### src/rtl/button_conditioner_if.sv
// Button conditioner bus: raw pushbutton/switch levels in, conditioned pulses out.
// master drives enter/clear/change/switch and observes the outputs; slave is the conditioner.
interface button_conditioner_if;
    logic       enter;
    logic       clear;
    logic       change;
    logic [3:0] switch;
    logic       enter_p;
    logic       clear_p;
    logic       change_p;
    logic       clear_hold;
    logic [3:0] digit;
    logic       digit_valid;

    modport master (
        output enter, clear, change, switch,
        input  enter_p, clear_p, change_p, clear_hold, digit, digit_valid
    );

    modport slave (
        input  enter, clear, change, switch,
        output enter_p, clear_p, change_p, clear_hold, digit, digit_valid
    );
endinterface

### src/rtl/button_conditioner.sv
// Synchronizes and debounces three pushbuttons plus a 4-bit switch bank,
// emitting one-cycle press pulses, a long-press pulse on clear, and digit capture.
// Ports: clk, reset (sync, active-high), bus (slave: raw levels in, pulses/digit out).
module button_conditioner #(
    parameter int DB_CYCLES   = 500000,
    parameter int HOLD_CYCLES = 100000000
) (
    input  logic                 clk,
    input  logic                 reset,
    button_conditioner_if.slave  bus
);

    localparam int CW = $clog2(DB_CYCLES);
    localparam int HW = $clog2(HOLD_CYCLES + 1);
    localparam logic [CW-1:0] CNT_MAX  = CW'(DB_CYCLES - 1);
    localparam logic [HW-1:0] HOLD_MAX = HW'(HOLD_CYCLES);
    localparam logic [HW-1:0] HOLD_PRE = HW'(HOLD_CYCLES - 1);

    // Button index: 0 = enter, 1 = clear, 2 = change
    logic [2:0]    raw;
    logic [2:0]    sync1_q, sync2_q;
    logic [3:0]    sw1_q, sw2_q;
    logic [2:0]    db_q, db_d, db_dly_q;
    logic [CW-1:0] cnt_q [3];
    logic [CW-1:0] cnt_d [3];
    logic [HW-1:0] hold_q, hold_d;
    logic [2:0]    rise;
    logic          hold_hit;
    logic          enter_ok;

    logic          enter_p_q, clear_p_q, change_p_q, clear_hold_q;
    logic [3:0]    digit_q, digit_d;
    logic          digit_valid_q;

    assign raw = {bus.change, bus.clear, bus.enter};

    always_comb begin
        for (int i = 0; i < 3; i++) begin
            db_d[i]  = db_q[i];
            cnt_d[i] = '0;
            if (sync2_q[i] != db_q[i]) begin
                if (cnt_q[i] == CNT_MAX) begin
                    db_d[i] = sync2_q[i];
                end else begin
                    cnt_d[i] = cnt_q[i] + 1'b1;
                end
            end
        end
    end

    // db_dly lags db by one cycle, so rising edges pulse the cycle after db rises
    assign rise = db_q & ~db_dly_q;

    always_comb begin
        hold_d = '0;
        if (db_q[1]) begin
            hold_d = (hold_q == HOLD_MAX) ? hold_q : hold_q + 1'b1;
        end
    end

    // Saturation guarantees this fires only once per press
    assign hold_hit = db_q[1] && (hold_q == HOLD_PRE);

    // A coincident clear press swallows the enter press
    assign enter_ok = rise[0] & ~rise[1];

    assign digit_d = enter_ok ? sw2_q : digit_q;

    always_ff @(posedge clk) begin
        if (reset) begin
            sync1_q       <= '0;
            sync2_q       <= '0;
            sw1_q         <= '0;
            sw2_q         <= '0;
            db_q          <= '0;
            db_dly_q      <= '0;
            for (int i = 0; i < 3; i++) begin
                cnt_q[i] <= '0;
            end
            hold_q        <= '0;
            enter_p_q     <= 1'b0;
            clear_p_q     <= 1'b0;
            change_p_q    <= 1'b0;
            clear_hold_q  <= 1'b0;
            digit_q       <= '0;
            digit_valid_q <= 1'b0;
        end else begin
            sync1_q       <= raw;
            sync2_q       <= sync1_q;
            sw1_q         <= bus.switch;
            sw2_q         <= sw1_q;
            db_q          <= db_d;
            db_dly_q      <= db_q;
            for (int i = 0; i < 3; i++) begin
                cnt_q[i] <= cnt_d[i];
            end
            hold_q        <= hold_d;
            enter_p_q     <= enter_ok;
            clear_p_q     <= rise[1];
            change_p_q    <= rise[2];
            clear_hold_q  <= hold_hit;
            digit_q       <= digit_d;
            digit_valid_q <= enter_ok;
        end
    end

    assign bus.enter_p     = enter_p_q;
    assign bus.clear_p     = clear_p_q;
    assign bus.change_p    = change_p_q;
    assign bus.clear_hold  = clear_hold_q;
    assign bus.digit       = digit_q;
    assign bus.digit_valid = digit_valid_q;

endmodule

### src/flat_wrapper.sv
// flat-port wrapper written by rule: the top's interface ports become plain ports
module button_conditioner_flat 
#(
    parameter int DB_CYCLES   = 500000,
    parameter int HOLD_CYCLES = 100000000
)
  (clk, reset, bus_enter, bus_clear, bus_change, bus_switch, bus_enter_p, bus_clear_p, bus_change_p, bus_clear_hold, bus_digit, bus_digit_valid);
  button_conditioner_if bus_i ();
  input  logic clk;
  input  logic reset;
  input wire logic [$bits(bus_i.enter)-1:0] bus_enter;
  input wire logic [$bits(bus_i.clear)-1:0] bus_clear;
  input wire logic [$bits(bus_i.change)-1:0] bus_change;
  input wire logic [$bits(bus_i.switch)-1:0] bus_switch;
  output wire logic [$bits(bus_i.enter_p)-1:0] bus_enter_p;
  output wire logic [$bits(bus_i.clear_p)-1:0] bus_clear_p;
  output wire logic [$bits(bus_i.change_p)-1:0] bus_change_p;
  output wire logic [$bits(bus_i.clear_hold)-1:0] bus_clear_hold;
  output wire logic [$bits(bus_i.digit)-1:0] bus_digit;
  output wire logic [$bits(bus_i.digit_valid)-1:0] bus_digit_valid;
  assign bus_i.enter = bus_enter;
  assign bus_i.clear = bus_clear;
  assign bus_i.change = bus_change;
  assign bus_i.switch = bus_switch;
  assign bus_enter_p = bus_i.enter_p;
  assign bus_clear_p = bus_i.clear_p;
  assign bus_change_p = bus_i.change_p;
  assign bus_clear_hold = bus_i.clear_hold;
  assign bus_digit = bus_i.digit;
  assign bus_digit_valid = bus_i.digit_valid;
  button_conditioner #(.DB_CYCLES(DB_CYCLES), .HOLD_CYCLES(HOLD_CYCLES)) u_core (.clk(clk), .reset(reset), .bus(bus_i));
endmodule
### config.mk
export PLATFORM = sky130hd
export DESIGN_NAME = button_conditioner_flat
export DESIGN_NICKNAME = d
export VERILOG_FILES = /design/src/rtl/button_conditioner_if.sv /design/src/rtl/button_conditioner.sv /design/src/flat_wrapper.sv
export SDC_FILE = /design/constraint.sdc
export NUM_CORES = 1
export LEC_CHECK = 0
export CORE_MARGIN = 2
export CORE_UTILIZATION = 65
export CTS_BUF_LIST = sky130_fd_sc_hd__clkbuf_16
export DETAILED_ROUTE_END_ITERATION = 6
export PLACE_DENSITY = 0.8
export SETUP_SLACK_MARGIN = 0.15
export SYNTH_ARGS = -nofsm -noshare
export SYNTH_HDL_FRONTEND = slang
export SYNTH_SLANG_ARGS = --single-unit
### constraint.sdc
create_clock -name clk -period 3.8 [get_ports clk]
set_input_delay 0.76 -clock clk [delete_from_list [all_inputs] [get_ports clk]]
set_output_delay 0.76 -clock clk [all_outputs]
set_load 0.03 [all_outputs]
==> results.toml, run 1 <==
[run_status]
status = "complete, no violations"

[power_and_ir_drop]
power_frac_seq = 0.571
pwr-share-clk = 0.416
switching_share = 0.2093
power_switching_uw = 433.8
pwr-share-comb = 0.013
leakagePower_uw = 0.001553
power_density_nw_per_um2 = 397.3
ir_drop_uv = 332.9
total_power_uw = 2073
p_int_uw = 1639

[detailed_routing]
vias = 3740
drtIter0Drc = 156
ant_nets = 0
post_drt_wl_per_cell_um = 13.36
firstDrtPassIters = 5
drc = 0
via_per_inst = 5.763
wl_mm = 8.672

[cells_and_area]
diodes = 0
most-common-layout-cells = "dfxtp_1, nor2_1, xnor2_1"
final-seq-area_um2 = 2242
final_common_cell = "dfxtp_1"
area_growth_pct = 11.05
fillers = 536
multi_input_area_um2 = 2308
final_nets = 562
drive_above_1_share = 0.03978
finalNonFillerCells = 649
final_area_um2 = 5218

[critical_path]
crit_path_start_kind = "flip-flop"
required_ns = 3.97
arrival_ns = 2.70
critPathKind = "reg -> reg"
critPathCaptureType = "flip-flop"
regToRegStartpoint = "u_core.cnt_q[0][19]"
reg2reg_slack_ns = 1.27
cp_max_fo = 19
ff2ff_path_depth = 5
r2r_end = "u_core.cnt_q[0][31]"

[clocking]
ctsHtreeMaxLevel = 3
cts-buffers-inserted = 9
cts-root-buf = "clkbuf_16"
insertion_delay_ns = 0.34
cts_tree = "built"
clock-sinks = 112
clockBufferDepth = 2
path_clk_slew_ns = 0.07
ctsHoldBuffers = 0
postCtsSetupBuffers = 0
cts_resized = 0

[die]
dieArea_um2 = 7925
num_rows = 30
start_util = 0.6803
core_area_um2 = 6907
die_h_um = 89.02
die_w_um = 89.02
ios = 18

[logic_synthesis]
synthFlopType = "dfxtp_1"
ys_seq_area_frac = 0.4772
synthesis.nets = 546
avgSynthCellArea_um2 = 8.831
synth.distinct_cells = 38
ys_seq_elements = 112
ys_async_sr_fraction = 0
synth_edf_count = 0
synth_area_um2 = 4698
synth_warnings = 0
netlist_instances = 532

[timing]
fmax_ghz = 0.3956
finalCritPeriodShare = 0.6651
final_hold_viol_count = 0
finalSetupViolCount = 0
setup_tns_ns = 0
period_needed_ns = 2.528
tightest_slew_ns = 1.267
slew_violations = 0
finalClockSkew_ns = 0.006243
rsz0062_at_grt = "no"
relSlewSlack = 0.1497

[global_route]
grt_first_pass_wirelength_mm = 14.55
antenna_found_initial = 0
track_usage = 0.2326
grt_pass1_vias = 3319
overflow = 0
grt_max_degree = 31

[worst_hold_path]
hold_path_class = "reg -> reg"
holdPathStages = 1
hold_end = "u_core.bus.change_p"
worstHoldStart = "u_core.db_dly_q[2]"

[placed_design]
hpwlAfterDp_mm = 5.839
dpl-instance-area_um2 = 4946
gp_congestion = 0.8526
dpl.cell_count = 633
buffer_ports.inserted = 17

[flow_run]
maxCapViolCount = 0
Yosys cell counts (3+ instances only):
cell	count	area (µm²)
o21ai_1	3	15.01
or3_1	14	87.58
and3_1	10	62.56
nand3_1	33	165.2
xor2_1	14	122.6
nor2_1	73	274.0
nand2_1	20	75.07
inv_1	24	90.09
nor4_1	21	131.4
or4_1	9	67.56
xnor2_1	42	367.9
o41ai_1	3	26.28
dfxtp_1	112	2242
clkbuf_1	10	37.54
ha_1	5	62.56
nand4_1	22	137.6
nor3_1	13	65.06
nor2b_1	20	125.1
and4_1	5	43.79
nor4b_1	6	52.55
o31ai_1	5	37.54
a21oi_1	24	120.1
nor3b_1	3	22.52
o21ai_0	21	105.1
mux2i_1	4	40.04
state kept, by name, indices dropped and copies added, names as in the netlist:
register               cells
u_core.db_q                3
u_core.db_dly_q            3
u_core.sync1_q             3
u_core.bus.enter_p         1
u_core.bus.clear_p         1
u_core.hold_q             27
u_core.sw1_q               4
u_core.sw2_q               4
u_core.cnt_q              57
u_core.bus.change_p        1
u_core.bus.digit           4
u_core.bus.clear_hold      1
u_core.sync2_q             3
worst max-delay path by stage:
stage	start	end	slack [ns]	depth (start not counted)
after detailed placement	reset	u_core.cnt_q[0][53]	0.96	5
after global placement	reset	u_core.cnt_q[0][50]	1.05	5
after floorplan	u_core.hold_q[0]	u_core.hold_q[26]	1.74	6
final	u_core.cnt_q[0][19]	u_core.cnt_q[0][31]	1.27	5
after global routing	u_core.cnt_q[0][19]	u_core.cnt_q[0][25]	0.98	5
after CTS	u_core.cnt_q[0][19]	u_core.cnt_q[0][31]	1.26	5
routing by layer:
metal	vias to the layer above	GRT usage	wire length (µm)
met5	-	0	0
met4	0	0.08141	82
met3	7	0.06002	246
met2	45	0.3820	4226
met1	1777	0.2994	4117
li1	1911	-	-
power groups by stage:
stage / Clock (µW) / Sequential [µW] / Combinational, µW
4_1_cts: 875 / 1180 / 26.8
6_report: 863 / 1180 / 26.4
3_5_place_dp: 0 / 1210 / 26.7
2_1_floorplan: 0 / 1210 / 15.1
3_3_place_gp: 0 / 1210 / 26.1
5_1_grt: 920 / 1180 / 29.5
cell type report:
type | instances | area share
inverters | 24 | 0.01727
repair buffers | 19 | 0.03549
flip-flops and latches | 112 | 0.4297
clock buffers | 9 | 0.04317
clock inverters | 7 | 0.008873
multi-input cells | 382 | 0.4424
well taps | 96 | 0.02302
per-stage QoR:
| step | setup WS [ns] | hold slack (ns) | utilization |
|---|---|---|---|
| 5_1_grt | 0.9815 | 0.4033 | 0.7554 |
| 3_3_place_gp | 1.047 | 0.3717 | 0.7161 |
| 6_report | 1.272 | 0.3836 | 0.7554 |
| 2_1_floorplan | 1.742 | 0.3674 | - |
| 3_5_place_dp | 0.9640 | 0.3796 | 0.7161 |
| 4_1_cts | 1.257 | 0.3893 | 0.7554 |
cells by family after synthesis:
family,synth area share
and+or+nand+nor,0.2932
DFF,0.4772
AOI/OAI and AO/OA,0.07191
xor gates and xnor gates,0.1044
buffers and inverters,0.03143
adders and majority gates,0.01332
muxes,0.008522
worst max-delay path: stages, from the launching register on:
cell and delay (ns):
dfxtp_1 0.40, ha_1 0.25, and4_1 0.32, nand4_1 0.22
o21ai_1 1.03, nor2_1 0.14
No activity file was read; power rests on OpenSTA's default activity.
==> run 2, diff against run 1 <==
CORE_UTILIZATION = 54   (was 65)
PLACE_DENSITY = 0.71   (was 0.8)
clock period = 2.1 ns   (was 3.8 ns; I/O delays follow)
==> run 2 against run 1 <==
Compared with the run above: total power rose by 97%; clock skew grew 0.0018 ns; via count increased by 2.8%; largest cell class unchanged; worst hold slack better by 0.0048 ns; die area is 19% higher; maximum frequency up 32%; critical path type unchanged; utilization is 11 points lower; worst setup slack worse by 1.1 ns.
==> results.toml, run 2 (synthesis gave the netlist of run 1 again) <==
[clocking]
clock-sinks = 112
clockBufferDepth = 2
cts_tree = "built"
cts-root-buf = "clkbuf_16"
insertion_delay_ns = 0.34
path_clk_slew_ns = 0.07
ctsHtreeMaxLevel = 3
cts-buffers-inserted = 9
ctsHoldBuffers = 0

[timing]
slew_violations = 0
period_needed_ns = 1.922
fmax_ghz = 0.5203
hold_ws_ns = 0.3884
final_hold_viol_count = 0
rsz0062_at_grt = "yes"
layout_setup_ws_ns = 0.1781
setup_tns_ns = 0
tightest_slew_ns = 0.6399
finalClockSkew_ns = 0.008020
finalCritPeriodShare = 0.9152
finalSetupViolCount = 0
relSlewSlack = 0.5694

[cells_and_area]
largest_register = "u_core.cnt_q"
final_area_um2 = 5533
diodes = 0
final_nets = 580
most-common-layout-cells = "dfxtp_1, nor2_1, xnor2_1"
final_common_cell = "dfxtp_1"
area_growth_pct = 17.76
largest_reg_flops = 57
drive_above_1_share = 0.09807
final_util = 0.6439
reg.largest.list = "u_core.cnt_q (57), u_core.hold_q (27)"

[power_and_ir_drop]
pwr-share-clk = 0.464
power_switching_uw = 766.5
pwr-share-comb = 0.013
switching_share = 0.1877
power_density_nw_per_um2 = 738.3
p_int_uw = 3318
leakagePower_uw = 0.001689
ir_drop_uv = 377.6
power_frac_seq = 0.524

[global_route]
track_usage = 0.1940
grt_pass1_vias = 3440
grt_max_degree = 33
overflow = 0
grt_first_pass_wirelength_mm = 15.44
antenna_found_initial = 0

[critical_path]
crit_chain = "ha_4, nand3_4, or4_4, or4_4, a21oi_2"
path_common_cell = "or4_4"
cp_max_fo = 5
critPathKind = "reg -> reg"
critPathCaptureType = "flip-flop"
arrival_ns = 2.19
cp_slowest_cell = "or4_4"
max_stage_delay_ns = 0.59
crit_path_start_kind = "flip-flop"
required_ns = 2.37

[worst_hold_path]
hold_path_class = "reg -> reg"

[detailed_routing]
firstDrtPassIters = 5
drc = 0
ant_nets = 0
vias = 3845
drtIter0Drc = 117
via_per_inst = 5.663
wl_mm = 9.149
post_drt_wl_per_cell_um = 13.47

[placed_design]
buffer_ports.inserted = 17
dpl-instance-area_um2 = 5102
dp_slack_ns = 0.03613
hpwlAfterDp_mm = 6.033
gp_congestion = 0.8498

[die]
die_w_um = 97.28
core_area_um2 = 8593
ios = 18
start_util = 0.5467
die_h_um = 97.28
num_rows = 34
dieArea_um2 = 9462

[run_status]
status = "complete, no violations"

[flow_run]
maxCapViolCount = 0
-- run 2: area by class of cell --
cell class / instances / area (µm²)
Fill cell: 710 / 3060
Timing Repair Buffer: 36 / 329.1
Multi-Input combinational cell: 383 / 2389
Clock buffer: 9 / 225.2
Sequential cell: 112 / 2253
Clock inverter: 7 / 111.4
Tap cell: 108 / 135.1
Inverter: 24 / 90.09
-- run 2: what timing repair did --
item                                    in CTS  in global routing
gates cloned                                 0                  1
gates resized for setup                      4                 13
setup buffers                                2                  1
hold endpoints to repair                     0                  0
pin swaps                                    1                  5
endpoints found under the setup margin       6                  6
-- run 2: final timing paths --
| path | from | endpoint | slack [ns] | cells past startpoint |
|---|---|---|---|---|
| min | u_core.db_dly_q[2] | u_core.bus.change_p | 0.39 | 1 |
| max | u_core.hold_q[0] | u_core.hold_q[26] | 0.18 | 5 |
| min reg2reg | u_core.db_dly_q[2] | u_core.bus.change_p | 0.39 | 1 |
| max reg2reg | u_core.hold_q[0] | u_core.hold_q[26] | 0.18 | 5 |
-- run 2: metal layers --
layer | track usage | wire length [µm] | vias up
met5 | 0 | 0 | -
met4 | 0.06303 | 139 | 0
met3 | 0.03453 | 369 | 12
met2 | 0.3210 | 4372 | 76
met1 | 0.2592 | 4268 | 1804
li1 | - | - | 1953
-- run 2: worst max-delay path: cells and delay by family, from the launching register on --
kind / cells / cell delay (ns)
AND/OR/NAND/NOR: 3 / 1.21
adder cells (fa/ha/maj): 1 / 0.16
flip-flops: 1 / 0.36
AO/OA/AOI/OAI: 1 / 0.13
-- run 2: power groups by stage --
stage	Clock, µW	Combinational, µW	Sequential, µW
finish	1890	52.0	2140
CTS	1930	52.9	2140
detailed placement	0	52.2	2190
global route	2020	58.5	2140
floorplan	0	27.5	2190
global placement	0	50.9	2190
-- run 2: per-stage QoR --
stage | power, µW | cells
after floorplan | 2217 | 532
after global placement | 2242 | 659
after detailed placement | 2243 | 659
after CTS | 4125 | 677
after global routing | 4217 | 679
final | 4085 | 679
